[config.mk]
export PLATFORM = sky130hd
export DESIGN_NAME = alu_issue_stage
export DESIGN_NICKNAME = d
export VERILOG_FILES = /design/src/rtl/rv32_pkg.sv /design/src/rtl/rv32_alu_decode.sv /design/src/rtl/alu_issue_stage.sv
export SDC_FILE = /design/constraint.sdc
export NUM_CORES = 1
export LEC_CHECK = 0
export ABC_AREA = 1
export BUFFER_PORTS_ARGS = -buffer_cell sky130_fd_sc_hd__buf_2
export CORE_MARGIN = 1
export CORE_UTILIZATION = 36
export CTS_BUF_LIST = sky130_fd_sc_hd__clkbuf_4 sky130_fd_sc_hd__clkbuf_8
export DETAILED_ROUTE_END_ITERATION = 12
export MAX_ROUTING_LAYER = met4
export RECOVER_POWER = 50
export SETUP_SLACK_MARGIN = 0.15
export SLEW_MARGIN = 40
export SYNTH_ARGS = -nofsm -noshare
export SYNTH_HDL_FRONTEND = slang
export SYNTH_HIERARCHICAL = 1
export SYNTH_SLANG_ARGS = --single-unit
[constraint.sdc]
create_clock -name clk -period 2.8 [get_ports clk]
set_input_delay 0 -clock clk [delete_from_list [all_inputs] [get_ports clk]]
set_output_delay 0 -clock clk [all_outputs]
set_load 0.02 [all_outputs]
[src/rtl/rv32_pkg.sv]
// rv32_pkg: opcodes, ALU op-select constants, immediate extractors and skid-buffer states
// Rev 1.0
`default_nettype none

package rv32_pkg;

  localparam logic [6:0] OPC_OP     = 7'b0110011;
  localparam logic [6:0] OPC_OP_IMM = 7'b0010011;
  localparam logic [6:0] OPC_BRANCH = 7'b1100011;
  localparam logic [6:0] OPC_LUI    = 7'b0110111;
  localparam logic [6:0] OPC_AUIPC  = 7'b0010111;

  localparam logic [1:0] ALU_CLS_ARITH = 2'b01;
  localparam logic [1:0] ALU_CLS_BR    = 2'b11;
  localparam logic [5:0] ALU_S_ADD     = 6'd1;
  localparam logic [5:0] ALU_S_NOP     = 6'd0;

  typedef enum logic [1:0] {
    ST_EMPTY = 2'd0,
    ST_ONE   = 2'd1,
    ST_TWO   = 2'd2
  } skid_state_e;

  function automatic logic [31:0] imm_i(input logic [31:0] instr);
    return {{20{instr[31]}}, instr[31:20]};
  endfunction

  function automatic logic [31:0] imm_b(input logic [31:0] instr);
    return {{19{instr[31]}}, instr[31], instr[7], instr[30:25], instr[11:8], 1'b0};
  endfunction

  function automatic logic [31:0] imm_u(input logic [31:0] instr);
    return {instr[31:12], 12'h000};
  endfunction

endpackage

`default_nettype wire

[src/rtl/rv32_alu_decode.sv]
// rv32_alu_decode: combinational RV32I decode into ALU operands, op-select and writeback flags
// Rev 1.0
`default_nettype none

module rv32_alu_decode
  import rv32_pkg::*;
#(
  parameter int XLEN = 32
) (
  input  logic [31:0]     instr,
  input  logic [XLEN-1:0] pc,
  input  logic [XLEN-1:0] rs1_val,
  input  logic [XLEN-1:0] rs2_val,
  output logic [XLEN-1:0] a,
  output logic [XLEN-1:0] b,
  output logic [5:0]      s,
  output logic [4:0]      rd,
  output logic            we,
  output logic            is_branch,
  output logic [XLEN-1:0] br_target,
  output logic            illegal
);

  logic [2:0] f3;
  logic [6:0] opcode;

  assign f3        = instr[14:12];
  assign opcode    = instr[6:0];
  assign rd        = instr[11:7];
  assign br_target = pc + XLEN'(signed'(imm_b(instr)));

  always_comb begin
    a         = '0;
    b         = '0;
    s         = ALU_S_NOP;
    we        = 1'b0;
    is_branch = 1'b0;
    illegal   = 1'b0;
    case (opcode)
      OPC_OP: begin
        a  = rs1_val;
        b  = rs2_val;
        s  = {instr[30], f3, ALU_CLS_ARITH};
        we = 1'b1;
        // funct7 may only be 0000000, or 0100000 for SUB/SRA
        if (instr[31] || (instr[29:25] != 5'd0) ||
            (instr[30] && (f3 != 3'b000) && (f3 != 3'b101)))
          illegal = 1'b1;
      end
      OPC_OP_IMM: begin
        a  = rs1_val;
        b  = XLEN'(signed'(imm_i(instr)));
        s  = {1'b0, f3, ALU_CLS_ARITH};
        we = 1'b1;
        if (f3 == 3'b001) begin
          b = XLEN'(instr[24:20]);
          if (instr[31:25] != 7'd0) illegal = 1'b1;
        end else if (f3 == 3'b101) begin
          b    = XLEN'(instr[24:20]);
          s[5] = instr[30];
          if (instr[31] || (instr[29:25] != 5'd0)) illegal = 1'b1;
        end
      end
      OPC_BRANCH: begin
        a         = rs1_val;
        b         = rs2_val;
        s         = {1'b0, f3, ALU_CLS_BR};
        is_branch = 1'b1;
        if ((f3 == 3'b010) || (f3 == 3'b011)) illegal = 1'b1;
      end
      OPC_LUI: begin
        b  = XLEN'(signed'(imm_u(instr)));
        s  = ALU_S_ADD;
        we = 1'b1;
      end
      OPC_AUIPC: begin
        a  = pc;
        b  = XLEN'(signed'(imm_u(instr)));
        s  = ALU_S_ADD;
        we = 1'b1;
      end
      default: illegal = 1'b1;
    endcase
    // Unsupported encodings become an ALU no-op with no side effects
    if (illegal) begin
      s         = ALU_S_NOP;
      we        = 1'b0;
      is_branch = 1'b0;
    end
    if (rd == 5'd0) we = 1'b0;
  end

endmodule

`default_nettype wire

[src/rtl/alu_issue_stage.sv]
// alu_issue_stage: decode/issue stage feeding the ALU, with a 2-entry skid buffer at the ID/EX boundary
// Rev 1.0
`default_nettype none

module alu_issue_stage
  import rv32_pkg::*;
#(
  parameter int              XLEN     = 32,
  parameter logic [XLEN-1:0] RESET_PC = '0
) (
  input  logic            clk,
  input  logic            rst_n,
  input  logic            flush,
  input  logic            in_valid,
  output logic            in_ready,
  input  logic [31:0]     in_instr,
  input  logic [XLEN-1:0] in_pc,
  input  logic [XLEN-1:0] in_rs1_val,
  input  logic [XLEN-1:0] in_rs2_val,
  output logic            out_valid,
  input  logic            out_ready,
  output logic [XLEN-1:0] alu_a,
  output logic [XLEN-1:0] alu_b,
  output logic [5:0]      alu_s,
  output logic [4:0]      out_rd,
  output logic            out_we,
  output logic            out_is_branch,
  output logic [XLEN-1:0] out_br_target,
  output logic [XLEN-1:0] out_pc,
  output logic            out_illegal
);

  typedef struct packed {
    logic [XLEN-1:0] a;
    logic [XLEN-1:0] b;
    logic [5:0]      s;
    logic [4:0]      rd;
    logic            we;
    logic            is_branch;
    logic [XLEN-1:0] br_target;
    logic [XLEN-1:0] pc;
    logic            illegal;
  } entry_t;

  entry_t      dec_entry;
  entry_t      out_q;
  entry_t      skid_q;
  skid_state_e state_q;
  skid_state_e state_d;
  logic        in_fire;
  logic        out_fire;
  logic        load_out_from_in;
  logic        load_out_from_skid;
  logic        load_skid;

  rv32_alu_decode #(.XLEN(XLEN)) u_decode (
    .instr     (in_instr),
    .pc        (in_pc),
    .rs1_val   (in_rs1_val),
    .rs2_val   (in_rs2_val),
    .a         (dec_entry.a),
    .b         (dec_entry.b),
    .s         (dec_entry.s),
    .rd        (dec_entry.rd),
    .we        (dec_entry.we),
    .is_branch (dec_entry.is_branch),
    .br_target (dec_entry.br_target),
    .illegal   (dec_entry.illegal)
  );
  assign dec_entry.pc = in_pc;

  assign out_valid = (state_q != ST_EMPTY);
  assign in_fire   = in_valid & in_ready;
  assign out_fire  = out_valid & out_ready;

  always_comb begin
    state_d            = state_q;
    load_out_from_in   = 1'b0;
    load_out_from_skid = 1'b0;
    load_skid          = 1'b0;
    if (flush) begin
      state_d = ST_EMPTY;
    end else begin
      case (state_q)
        ST_EMPTY: begin
          if (in_fire) begin
            load_out_from_in = 1'b1;
            state_d          = ST_ONE;
          end
        end
        ST_ONE: begin
          if (in_fire && !out_fire) begin
            load_skid = 1'b1;
            state_d   = ST_TWO;
          end else if (out_fire && !in_fire) begin
            state_d = ST_EMPTY;
          end else if (in_fire && out_fire) begin
            load_out_from_in = 1'b1;
          end
        end
        ST_TWO: begin
          if (out_fire) begin
            load_out_from_skid = 1'b1;
            state_d            = ST_ONE;
          end
        end
        default: state_d = ST_EMPTY;
      endcase
    end
  end

  // in_ready is computed from the next state so it never depends on out_ready combinationally
  always_ff @(posedge clk or negedge rst_n) begin
    if (!rst_n) begin
      state_q  <= ST_EMPTY;
      in_ready <= 1'b1;
    end else begin
      state_q  <= state_d;
      in_ready <= (state_d != ST_TWO);
    end
  end

  always_ff @(posedge clk or negedge rst_n) begin
    if (!rst_n) begin
      out_q  <= '{a: '0, b: '0, s: '0, rd: '0, we: 1'b0, is_branch: 1'b0,
                 br_target: '0, pc: RESET_PC, illegal: 1'b0};
      skid_q <= '0;
    end else begin
      if (load_out_from_in)
        out_q <= dec_entry;
      else if (load_out_from_skid)
        out_q <= skid_q;
      if (load_skid)
        skid_q <= dec_entry;
    end
  end

  assign alu_a         = out_q.a;
  assign alu_b         = out_q.b;
  assign alu_s         = out_q.s;
  assign out_rd        = out_q.rd;
  assign out_we        = out_q.we;
  assign out_is_branch = out_q.is_branch;
  assign out_br_target = out_q.br_target;
  assign out_pc        = out_q.pc;
  assign out_illegal   = out_q.illegal;

endmodule

`default_nettype wire

-- Yosys cells after proc, flatten, opt, wreduce, memory -nomap -nowiden
Index checks and enable logic that the tools add are counted.
Widths: inputs -> output; s select.
- output and inout port bits: 144
- word-level logic and storage cells: 97
- bits of input ports: 133
- bits in registers: 287
- bitwise operators: 2
- reduce and logical (&&, ||, !) cells: 21
- eq/ne operators: 13
- muxes and demuxes: 40
- add/subtract/negate cells: 1
- operators with widths (cell ; count):
    $mux 142 ; 2
    $pmux 32 s3 ; 1
    $mux 32 ; 2
    $pmux 32 s2 ; 1
    $add 32x32->32 ; 1
    $mux 1 ; 24
    $pmux 6 s4 ; 1
    $eq 7x5->1 const B ; 2
    $eq 7x6->1 const B ; 2
    $mux 2 ; 5
    $eq 7x7->1 const B ; 1
    $reduce_bool 7->1 ; 1
    $eq 3x2->1 const B ; 2
    $mux 6 ; 1
    $pmux 2 s3 ; 1
    $logic_and 1x1->1 ; 5
    $logic_not 5->1 ; 1
    $reduce_bool 5->1 ; 1
    $pmux 1 s4 ; 1
    $reduce_bool 2->1 ; 2
    $reduce_or 2->1 ; 2
    $reduce_or 4->1 ; 1
    $eq 3x1->1 const B ; 1
    $eq 3x3->1 const B ; 1
    other kinds (11) ; 15

-- Logic depth before layout (Yosys ltp)
Gate-level depths: netlist (run 1).
- depth after elaboration: 9
- gate-level depth with buffers: 13
- gate-level depth less buffers: 13

-- Modules after synthesis
Netlist (run 1), hierarchy kept.
- modules (own cells, without submodules) (module ; area an instance (um2) ; sequential area each (um2) ; instances ; cells each):
    alu_issue_stage ; 12505.7 ; 7183.1 ; 1 ; 1445
    rv32_alu_decode ; 3527.1 ; 0.0 ; 1 ; 745

-- Worst setup path after synthesis (run 1)
No wires, ideal clock.
- kind: register to register
- from: reg in_ready
- to: reg out_q (netlist bit alu_b[10])
- data required time: 2731 ps
- clock period less this slack: 1633 ps
- arrival: 1563 ps
- path slack: 1167 ps
- cell stages (with the launch flop): 7
- path buffers: 2
- cells stage by stage: dfstp_2 -> nand2_1 -> nor2_2 -> clkbuf_1 -> clkbuf_1 -> nand3_1 -> nand3_1
- longest elaborated chain between the ends: 8
- elaborated cells between the ends (all ways): 13
- classes of those cells: 7 x mux; 1 x bitwise; 5 x reduce/logical
- RTL lines (item ; RTL line ; source):
    start: declaration ; alu_issue_stage.sv:15 ; output logic in_ready,
    start signal: assignment ; alu_issue_stage.sv:119 ; in_ready <= (state_d != ST_TWO);
    $and 1x1->1 (*) ; alu_issue_stage.sv:73 ; assign in_fire = in_valid & in_ready;
    $logic_and 1x1->1 / $logic_not 1->1 (equally long branches) ; alu_issue_stage.sv:97, alu_issue_stage.sv:95 ;
    $mux 1 / $logic_and 1x1->1 (equally long branches) ; alu_issue_stage.sv:97, alu_issue_stage.sv:95 ;
    $mux 1 ; alu_issue_stage.sv:95 ; end else if (out_fire && !in_fire) begin
    $mux 1 ; alu_issue_stage.sv:92 ; if (in_fire && !out_fire) begin
    $pmux 1 s2 (*) ; alu_issue_stage.sv:84 ; case (state_q)
    $mux 1 (*) ; alu_issue_stage.sv:81 ; if (flush) begin
    $mux 142 / $reduce_bool 2->1 (equally long branches) ; n/a ;
    end signal: assignment ; alu_issue_stage.sv:125 ; out_q <= '{a: '0, b: '0, s: '0, rd: '0, we: 1'b0, is_branch: 1'b0,
    end signal: assignment ; alu_issue_stage.sv:130 ; out_q <= dec_entry;
    end signal: assignment ; alu_issue_stage.sv:132 ; out_q <= skid_q;
    end: declaration ; alu_issue_stage.sv:46 ; entry_t out_q;
Every way passes the cells marked *; elsewhere a longest branch is shown, timed or not.
A chain may end at the register's enable or synchronous reset.

==> run_results.csv, run 1 <==
group,metric,value,unit
cells_and_area,regArea,7180,um2
clock_network,clkTransAtPathRegs,0.06,ns
cells_and_area,multi_input_area,7660,um2
detailed_routing,drt_drc_violations_left,0,
cells_and_area,fillCellCount,4419,
job,maxCapViolCount,3,
detailed_routing,dr.pass1.iters,7,
yosys,yosysMostFrequentCell,"nand3_1",
placed_design,numPortBuffers,276,
yosys,netlist_instances,2190,
status,violations,"max-capacitance violations, max-slew violations",
die,die_area,45400,um2
yosys,ys.flop_type,"dfrtp_1",
yosys,synth_simple_gate_area_share,42.9,%
yosys,synth_compound_area_share,1.19,%
timing,worstMarginPinSlew,1.91,ns
die,core_area,43500,um2
worst_setup_path,r2r_end,"skid_q[9]$_DFFE_PN0P_",
worst_setup_path,critical_path_class,"input pin to flop",
worst_setup_path,ff2ff_setup_slack,0.47,ns
yosys,async_flop_share,100,%
timing,finClkSkew,0.0341,ns
placed_design,dp_hpwl,37.6,mm
global_route,antenna_found_initial,0,
detailed_routing,drt-total-wl,61.7,mm
timing,hold_violations,0,
die,initial_core_util,36.9,%
yosys,synth.area.mux_share,0,%
worst_setup_path,crit_slowest_cell,"dlygate4sd3_1",
yosys,yosysWarningCount,6,
status,status,"finished with violations",
cells_and_area,final_area,20000,um2
yosys,synth-edff-count,0,
hold_path,min_delay_path_depth,7,
die,die_width,213,um
die,rows,76,
pwr,p_per_area,572,nW/um2
die,dieHeight,213,um
hold_path,min_path_type,"input pin to flop",
worst_setup_path,rr_worst_depth,6,
clock_network,clk_latency,0.63,ns
clock_network,cts_made_buffers,51,
worst_setup_path,crit_chain,"dlygate4sd3_1 -> buf_2 -> nor3_1 -> nand2_1 -> nand2_4 -> nand2_1 -> nand3_1 -> dlygate4sd3_1 -> nand3_1 -> nand3_1",
pwr,p_leak,10.8,nW
yosys,synth_common_cells,"nand3_1, nand2_1, dfrtp_1",
yosys,synthesis.area,16000,um2
placed_design,post-place-ws,0.498,ns
worst_setup_path,critPathMostFrequentCell,"nand3_1",
die,ioPinCount,277,
worst_setup_path,path_max_fanout,32,
global_route,grt_pass1_vias,16200,
timing,fmax,412,MHz
yosys,synth_top_area_share,44.6,%
timing,timing.setup.tns,0,ns
timing,setup_viol,0,
yosys,ys_ff_latch,287,
worst_setup_path,critPathArrivalTime,3.00,ns
worst_setup_path,cp-start-kind,"input pin",
yosys,synth_top_family_by_area,"simple AND/OR/NAND/NOR gates",
yosys,syn_nets,2354,
pwr,ir_drop,0.373,mV
timing,setup_ws,0.370,ns
timing,min_period_over_period,86.8,%
yosys,ys_types,32,
timing,rsz0062_at_grt,"no",
detailed_routing,post_drt_via_cell_ratio,5.40,
detailed_routing,drt-initial-drc-count,2001,
timing,period_minus_slack,2.43,ns
clock_network,cts_tree,"built",
detailed_routing,num_vias,16900,
worst_setup_path,critical_path_required,3.37,ns
hold_path,worstHoldStart,"in_instr[1]",
cells_and_area,drive_gt1_share,13.2,%
global_route,grt_pass1_wl,94.0,mm
worst_setup_path,max_stage_delay,0.62,ns
global_route,grt_start_max_net_pins,155,
cells_and_area,area_growth,25.0,%
placed_design,place_congestion,0.914,
timing,drv_slew,208,
detailed_routing,routedWlPerCell,19.7,um
worst_setup_path,cp-end-kind,"flop",
timing,holdWs,0.0506,ns
global_route,track_usage,27.5,%
yosys,synth_top_area_cell,"dfrtp_1",
yosys,yosysSeqAreaShare,44.8,%
clock_network,cts_max_path_buffers,3,
timing,relSlewSlack,-27.2,%
placed_design,placed_area,17700,um2
worst_setup_path,worstReg2RegStart,"in_ready$_DFF_PN1_",
clock_network,cts.sinks,287,
clock_network,htreeDepth,2,
hold_path,hold-path-endpoint,"skid_q[75]$_DFFE_PN0P_",
cells_and_area,nets,2684,
global_route,overflow,0,
clock_network,cts_root_buffer,"clkbuf_8",
detailed_routing,ant_nets,0,
yosys,synthAdderAreaFrac,2.47,%
yosys,synth_xor_xnor_area_share,0.874,%
yosys,avgSynthCellArea,7.32,um2
yosys,synth_area_leaders,"dfrtp_1, nand3_1, nand2_1",
[kinds of logic (layout without fill, tap and decap cells)]
group / after synthesis / count (layout)
compound gates: 34 / 34
xor+xnor: 16 / 16
fa+ha+maj: 31 / 31
buf+inv: 291 / 653
flops: 287 / 287
other cells: 0 / 1
simple gates: 1531 / 1531
[metal layers]
layer,up-vias,global-route usage (%),part of all wire [%]
li1,7898,-,-
met2,753,42.9,47
met4,0,9.92,3.4
met3,133,4.49,7.0
met5,-,-,0
met1,8150,36.1,43
[critical path, delay by kind of cell]
kind,cells,cell delay [ns]
buffers and inverters,3,1.34
AND/OR/NAND/NOR,7,1.63
[through the flow]
step	total power, mW	util, %	cells
floorplan	6.46	-	2190
global placement	7.46	40.8	2909
detailed placement	7.51	40.8	2909
CTS	11.6	46.4	3137
global route	12.1	46.1	3137
finish	11.5	46.1	3138
[how the worst max path moves through the flow]
stage | start | end | slack, ns | cells past startpoint
floorplan | in_ready$_DFF_PN1_ | alu_b[10]$_DFFE_PN0P_ | 1.17 | 6
global placement | in_instr[31] | out_br_target[24]$_DFFE_PN0P_ | 0.51 | 14
detailed placement | in_instr[31] | out_br_target[21]$_DFFE_PN0P_ | 0.50 | 12
CTS | in_instr[2] | alu_b[21]$_DFFE_PN0P_ | 0.37 | 10
global route | rst_n | skid_q[129]$_DFFE_PN0P_ | 0.15 | 3
finish | in_instr[2] | alu_b[21]$_DFFE_PN0P_ | 0.37 | 10
[final cells by class]
type / count / area share, %
Multi-Input combinational cell: 1612 / 38.3
Sequential cell: 287 / 35.9
Timing Repair Buffer: 437 / 14.8
Clock buffer: 78 / 4.73
Tap cell: 585 / 3.65
Inverter: 131 / 2.45
Clock inverter: 7 / 0.206
Antenna cell: 1 / 0.0125
[timing repair]
action | 4_1_cts | 5_1_grt
resized for setup | 0 | 1
hold buffers | 143 | 0
hold endpoints to repair | 508 | 0
buffers inserted | 0 | 0
endpoints found under the setup margin | 0 | 15
[placed cells by master (no fill, tap or decap), drive strengths merged]
master       count
clkbuf         153
o211ai           1
nor3            12
a21o             1
clkinvlp         1
clkinv           5
xnor2            1
dfstp            1
ha              30
buf            220
inv            132
nand3          789
nand4            5
o21bai           2
dfrtp          286
o21ai            8
nand3b           1
nor2            57
a21oi           22
diode            1
xor2            15
fa               1
dlygate4sd3    142
nand2          667
[report_power, final]
group          leakage [nW]  internal, mW  switching (mW)
sequential             3.80          4.70           0.329
combinational          6.47         0.791            1.72
clock                 0.533          2.14            1.79
[sequential cells by signal, indices dropped and copies added, names as in the netlist, 2 cells and up]
register       count
skid_q           142
alu_a             32
alu_b             32
out_br_target     32
out_pc            32
alu_s              6
out_rd             5
state_q            2
(Power assumes the default switching activity.)
==> run 2: changes to the inputs <==
--- a/config.mk
+++ b/config.mk
@@ -8,10 +8,12 @@
 export ABC_AREA = 1
 export BUFFER_PORTS_ARGS = -buffer_cell sky130_fd_sc_hd__buf_2
 export CORE_MARGIN = 1
-export CORE_UTILIZATION = 36
+export CORE_UTILIZATION = 55
 export CTS_BUF_LIST = sky130_fd_sc_hd__clkbuf_4 sky130_fd_sc_hd__clkbuf_8
+export CTS_CLUSTER_DIAMETER = 50
 export DETAILED_ROUTE_END_ITERATION = 12
 export MAX_ROUTING_LAYER = met4
+export PLACE_DENSITY = 0.78
 export RECOVER_POWER = 50
 export SETUP_SLACK_MARGIN = 0.15
 export SLEW_MARGIN = 40
==> run 2 against run 1 <==
Effect of this change:
- the run now ends clean
- non-clock buffer count up 1
- critical endpoint is now alu_b[26]$_DFFE_PN0P_
- critical path depth down 2
- final cell count down 6.4%
- clock skew up 0.00082 ns
- sequential power about the same
- clock power about the same
- register-to-register slack better by 0.21 ns
- utilization up 23 points
- sequential cell count unchanged
==> run_results.csv, run 2 (synthesis results as in run 1) <==
group,metric,value,unit
status,status,"completed",
timing,holdWs,0.0562,ns
cells_and_area,final_area,19700,um2
pwr,ir_drop,0.443,mV
clock_network,clkTransAtPathRegs,0.07,ns
worst_setup_path,crit_path_start,"in_instr[5]",
pwr,p_seq_share,44.2,%
worst_setup_path,critical_path_required,3.32,ns
detailed_routing,routedWlPerCell,19.4,um
detailed_routing,num_vias,17600,
clock_network,cts_made_buffers,49,
placed_design,placed_area,17500,um2
worst_setup_path,worstPathBufferInverterCount,3,
die,die_width,173,um
die,rows,62,
timing,rsz0062_at_grt,"no",
cells_and_area,drive_gt1_share,10.5,%
hold_path,min_path_type,"input pin to flop",
die,dieHeight,173,um
timing,setup_ws,0.227,ns
global_route,antenna_found_initial,0,
die,core_area,28700,um2
pwr,intPower,7.65,mW
die,die_area,29800,um2
clock_network,cts_setup_buffers,0,
cells_and_area,top_register,"skid_q",
timing,hold_violations,0,
hold_path,worstHoldStart,"in_instr[2]",
timing,timing.setup.tns,0,ns
cells_and_area,nets,2683,
global_route,grt_pass1_wl,91.1,mm
detailed_routing,dr.pass1.iters,7,
die,initial_core_util,55.9,%
worst_setup_path,critPathMostFrequentCell,"nand3_1",
pwr,p_sw_share,33.1,%
placed_design,numPortBuffers,276,
cells_and_area,final_cell_mix,"nand3_1, nand2_1, dfrtp_1, clkbuf_1, dlygate4sd3_1",
timing,min_period_over_period,91.9,%
global_route,track_usage,39.0,%
detailed_routing,drt_drc_violations_left,0,
clock_network,cts_tree,"built",
cells_and_area,layout_commonest_cell,"nand3_1",
detailed_routing,drt-initial-drc-count,2214,
placed_design,post-place-ws,0.561,ns
placed_design,dp_hpwl,34.3,mm
pwr,p_sw,3.78,mW
timing,setup_viol,0,
pwr,p_per_area,579,nW/um2
worst_setup_path,crit_chain,"dlygate4sd3_1 -> buf_2 -> nor3_4 -> nand3_2 -> nand3_1 -> dlygate4sd3_1 -> nand3_1 -> nand3_1",
clock_network,cts_root_buffer,"clkbuf_8",
worst_setup_path,max_stage_delay,0.66,ns
timing,finClkSkew,0.0349,ns
timing,relSlewSlack,29.2,%
worst_setup_path,crit_slowest_cell,"nand3_2",
detailed_routing,post_drt_via_cell_ratio,5.98,
cells_and_area,largest_reg_flops,142,
pwr,p_clk_share,34.5,%
worst_setup_path,path_max_fanout,21,
timing,period_minus_slack,2.57,ns
global_route,grt_pass1_vias,16800,
global_route,overflow,0,
clock_network,cts.sinks,287,
detailed_routing,ant_nets,0,
pwr,power_frac_comb,21.3,%
die,ioPinCount,277,
worst_setup_path,cp-start-kind,"input pin",
worst_setup_path,critPathArrivalTime,3.09,ns
worst_setup_path,cp-end-kind,"flop",
placed_design,place_congestion,0.964,
worst_setup_path,path_delay_family,"simple AND/OR/NAND/NOR gates",
timing,fmax,389,MHz
pwr,p_leak,10.6,nW
timing,drv_slew,0,
job,maxCapViolCount,0,
clock_network,htreeDepth,2,
clock_network,clk_latency,0.59,ns
timing,worstMarginPinSlew,1.06,ns
worst_setup_path,worstReg2RegStart,"in_ready$_DFF_PN1_",
detailed_routing,drt-total-wl,57.0,mm
cells_and_area,fillCellCount,2399,
clock_network,cts_max_path_buffers,3,
global_route,grt_start_max_net_pins,149,
worst_setup_path,critical_path_class,"input pin to flop",
cells_and_area,area_growth,23.2,%
[run 2: power by group through the flow]
stage | registers [mW] | logic (mW) | clock network, mW
floorplan | 5.32 | 1.14 | 0
global placement | 5.07 | 2.30 | 0
detailed placement | 5.09 | 2.34 | 0
CTS | 5.03 | 2.49 | 3.98
global route | 5.10 | 2.67 | 4.16
finish | 5.05 | 2.44 | 3.94
[run 2: area by class of cell]
cell class,count,area (um2),area share [%]
Timing Repair Buffer,438,2910,14.7
Clock inverter,8,53.8,0.272
Clock buffer,77,966,4.89
Multi-Input combinational cell,1612,7660,38.8
Inverter,131,492,2.49
Sequential cell,287,7180,36.4
Tap cell,384,480,2.43
Antenna cell,1,2.50,0.0127
[run 2: final timing paths]
| kind | cells past startpoint | slack, ns | end |
|---|---|---|---|
| setup / recovery | 8 | 0.23 | alu_b[26]$_DFFE_PN0P_ |
| hold / removal | 6 | 0.06 | skid_q[77]$_DFFE_PN0P_ |
| setup reg to reg | 7 | 0.68 | skid_q[67]$_DFFE_PN0P_ |
| hold reg to reg | 2 | 0.47 | skid_q[125]$_DFFE_PN0P_ |
| max in group asynchronous | 4 | 0.74 | skid_q[60]$_DFFE_PN0P_ |
| min in group asynchronous | 3 | 0.52 | skid_q[116]$_DFFE_PN0P_ |
[run 2: worst min-delay path: cells and delay by family]
| family | cells | cell delay (ns) |
|---|---|---|
| AND/OR/NAND/NOR | 5 | 0.39 |
| buffers and inverters | 1 | 0.20 |
[run 2: stage by stage]
stage	instances	util (%)	power (mW)
3_5_place_dp	2711	61.0	7.44
2_1_floorplan	2190	-	6.46
4_1_cts	2937	69.5	11.5
5_1_grt	2937	68.8	11.9
6_report	2938	68.8	11.4
3_3_place_gp	2710	61.0	7.38
[run 2: repair_timing]
item | CTS | global route
hold buffers | 141 | 0
resized for setup | 0 | 0
hold endpoints to repair | 467 | 0
[run 2: per-layer routing]
layer / global-route usage (%) / up-vias / share of wire [%]
met1: 49.3 / 8242 / 38
met3: 6.64 / 229 / 9.8
met4: 18.2 / 0 / 5.0
met2: 61.2 / 1199 / 47
li1: - / 7899 / -
met5: - / - / 0
==> run 3: changes to the inputs <==
--- a/config.mk
+++ b/config.mk
@@ -6,14 +6,14 @@
 export NUM_CORES = 1
 export LEC_CHECK = 0
 export ABC_AREA = 1
-export BUFFER_PORTS_ARGS = -buffer_cell sky130_fd_sc_hd__buf_2
 export CORE_MARGIN = 1
 export CORE_UTILIZATION = 55
 export CTS_BUF_LIST = sky130_fd_sc_hd__clkbuf_4 sky130_fd_sc_hd__clkbuf_8
 export CTS_CLUSTER_DIAMETER = 50
 export DETAILED_ROUTE_END_ITERATION = 12
+export DONT_BUFFER_PORTS = 1
 export MAX_ROUTING_LAYER = met4
-export PLACE_DENSITY = 0.78
+export PLACE_DENSITY = 0.7
 export RECOVER_POWER = 50
 export SETUP_SLACK_MARGIN = 0.15
 export SLEW_MARGIN = 40
==> run 3 against run 2 <==
Effect of this change:
- the run now ends with negative hold slack left
- worst hold slack worse by 0.95 ns
- highest routed layer unchanged
- via count is 7.9% lower
- die area stayed put
- critical endpoint is now alu_b[28]$_DFFE_PN0P_
- combinational power is 31% lower
- clock skew is 0.0030 ns lower
==> run_results.csv, run 3 (synthesis results as in run 1) <==
group,metric,value,unit
status,status,"finished with violations",
status,violations,"negative hold slack",
global_route,antenna_found_initial,0,
timing,timing.setup.tns,0,ns
clock_network,cts_root_buffer,"clkbuf_8",
detailed_routing,drt-initial-drc-count,2046,
cells_and_area,drive_gt1_share,5.72,%
die,dieHeight,173,um
cells_and_area,final_cell_mix,"nand3_1, nand2_1, dfrtp_1, dlygate4sd3_1, inv_1",
clock_network,cts_max_path_buffers,3,
worst_setup_path,cp-start-kind,"input pin",
timing,period_minus_slack,2.53,ns
worst_setup_path,ff2ff_setup_slack,0.40,ns
timing,hold_violations,287,
placed_design,place_congestion,0.920,
detailed_routing,num_vias,16200,
cells_and_area,num_antenna_cells,0,
cells_and_area,fin_util,65.8,%
detailed_routing,ant_nets,0,
worst_setup_path,crit_slowest_cell,"nand3_2",
detailed_routing,dr.pass1.iters,6,
worst_setup_path,path_max_fanout,21,
cells_and_area,area_growth,17.8,%
die,initial_core_util,55.9,%
die,rows,62,
cells_and_area,fillCellCount,2481,
timing,setup_viol,0,
clock_network,cts_tree,"built",
timing,finClkSkew,0.0319,ns
placed_design,dp_hpwl,31.4,mm
cells_and_area,fin_cells,2690,
timing,holdWs,-0.894,ns
clock_network,htreeDepth,2,
global_route,grt_start_max_net_pins,288,
worst_setup_path,worstReg2RegStart,"in_ready$_DFF_PN1_",
worst_setup_path,max_stage_delay,0.61,ns
detailed_routing,routedWlPerCell,19.9,um
clock_network,holdBufCountCts,173,
global_route,grt_pass1_vias,15000,
worst_setup_path,r2r_end,"skid_q[15]$_DFFE_PN0P_",
global_route,overflow,0,
worst_setup_path,cp-end-kind,"flop",
clock_network,cts_made_buffers,51,
worst_setup_path,critical_path_class,"input pin to flop",
cells_and_area,largest_reg_flops,142,
clock_network,clk_latency,0.59,ns
detailed_routing,drt-total-wl,53.5,mm
timing,drv_slew,0,
timing,min_period_over_period,90.3,%
placed_design,numPortBuffers,0,
detailed_routing,post_drt_via_cell_ratio,6.02,
pwr,ir_drop,0.366,mV
cells_and_area,layout_commonest_cell,"nand3_1",
placed_design,dp.cells,2433,
worst_setup_path,critPathArrivalTime,3.04,ns
cells_and_area,multi_input_area,7660,um2
die,core_area,28700,um2
die,ioPinCount,277,
die,die_width,173,um
cells_and_area,nets,2439,
job,maxCapViolCount,0,
pwr,p_leak,9.96,nW
worst_setup_path,crit_chain,"dlygate4sd3_1 -> nor2_4 -> nand4_4 -> nor3_4 -> nand3_2 -> nand3_2 -> dlygate4sd3_1 -> nand3_1 -> nand3_1",
clock_network,clkTransAtPathRegs,0.06,ns
placed_design,placed_area,16100,um2
global_route,grt_pass1_wl,84.0,mm
worst_setup_path,rr_worst_depth,6,
cells_and_area,final_area,18900,um2
die,die_area,29800,um2
worst_setup_path,critical_path_required,3.31,ns
timing,rsz0062_at_grt,"no",
hold_path,min_path_type,"input pin to asynchronous set/reset pin",
cells_and_area,regArea,7180,um2
cells_and_area,top_register,"skid_q",
timing,fmax,395,MHz
global_route,track_usage,36.0,%
timing,relSlewSlack,48.2,%
clock_network,cts.sinks,287,
pwr,p_per_area,596,nW/um2
detailed_routing,drt_drc_violations_left,0,
timing,worstMarginPinSlew,0.778,ns
[run 3: critical path: cells and delay by family]
family / cells / cell delay, ns
buffers and inverters: 2 / 1.19
AND/OR/NAND/NOR: 7 / 1.84
[run 3: report_power, final]
group / leakage, nW / switching, mW / internal (mW)
Combinational: 5.60 / 1.09 / 0.603
Clock: 0.557 / 1.78 / 2.38
Sequential: 3.80 / 0.718 / 4.70
Total: 9.96 / 3.58 / 7.68
[run 3: metrics by stage]
step,setup slack [ns],total power [mW]
3_3_place_gp,0.816,6.88
5_1_grt,0.165,11.7
6_report,0.271,11.3
3_5_place_dp,0.778,6.94
4_1_cts,0.398,11.3
2_1_floorplan,1.17,6.46
[run 3: layout make-up]
| type | instances | area share [%] |
|---|---|---|
| multi-input cells | 1612 | 40.6 |
| clock inverters | 8 | 0.596 |
| inverters | 131 | 2.60 |
| flip-flops and latches | 287 | 38.0 |
| well taps | 384 | 2.54 |
| clock buffers | 76 | 5.11 |
| repair buffers | 192 | 10.5 |
[run 3: worst max path at each step]
| stage | startpoint | endpoint |
|---|---|---|
| after floorplan | in_ready$_DFF_PN1_ | alu_b[10]$_DFFE_PN0P_ |
| after CTS | in_instr[3] | alu_b[21]$_DFFE_PN0P_ |
| final | in_instr[3] | alu_b[28]$_DFFE_PN0P_ |
| after global placement | in_ready$_DFF_PN1_ | alu_a[3]$_DFFE_PN0P_ |
| after global routing | in_instr[3] | skid_q[102]$_DFFE_PN0P_ |
| after detailed placement | in_ready$_DFF_PN1_ | alu_a[1]$_DFFE_PN0P_ |
[run 3: metal layers]
metal | GRT usage, % | share of wire (%) | vias to the layer above
met1 | 46.7 | 40 | 7731
met3 | 6.38 | 8.7 | 143
li1 | - | - | 7414
met5 | - | 0 | -
met4 | 14.7 | 4.0 | 0
met2 | 56.0 | 48 | 901
[run 3: repair_timing]
item,CTS,global route
hold endpoints to repair,552,287
buffers inserted,0,0
resized for setup,0,0
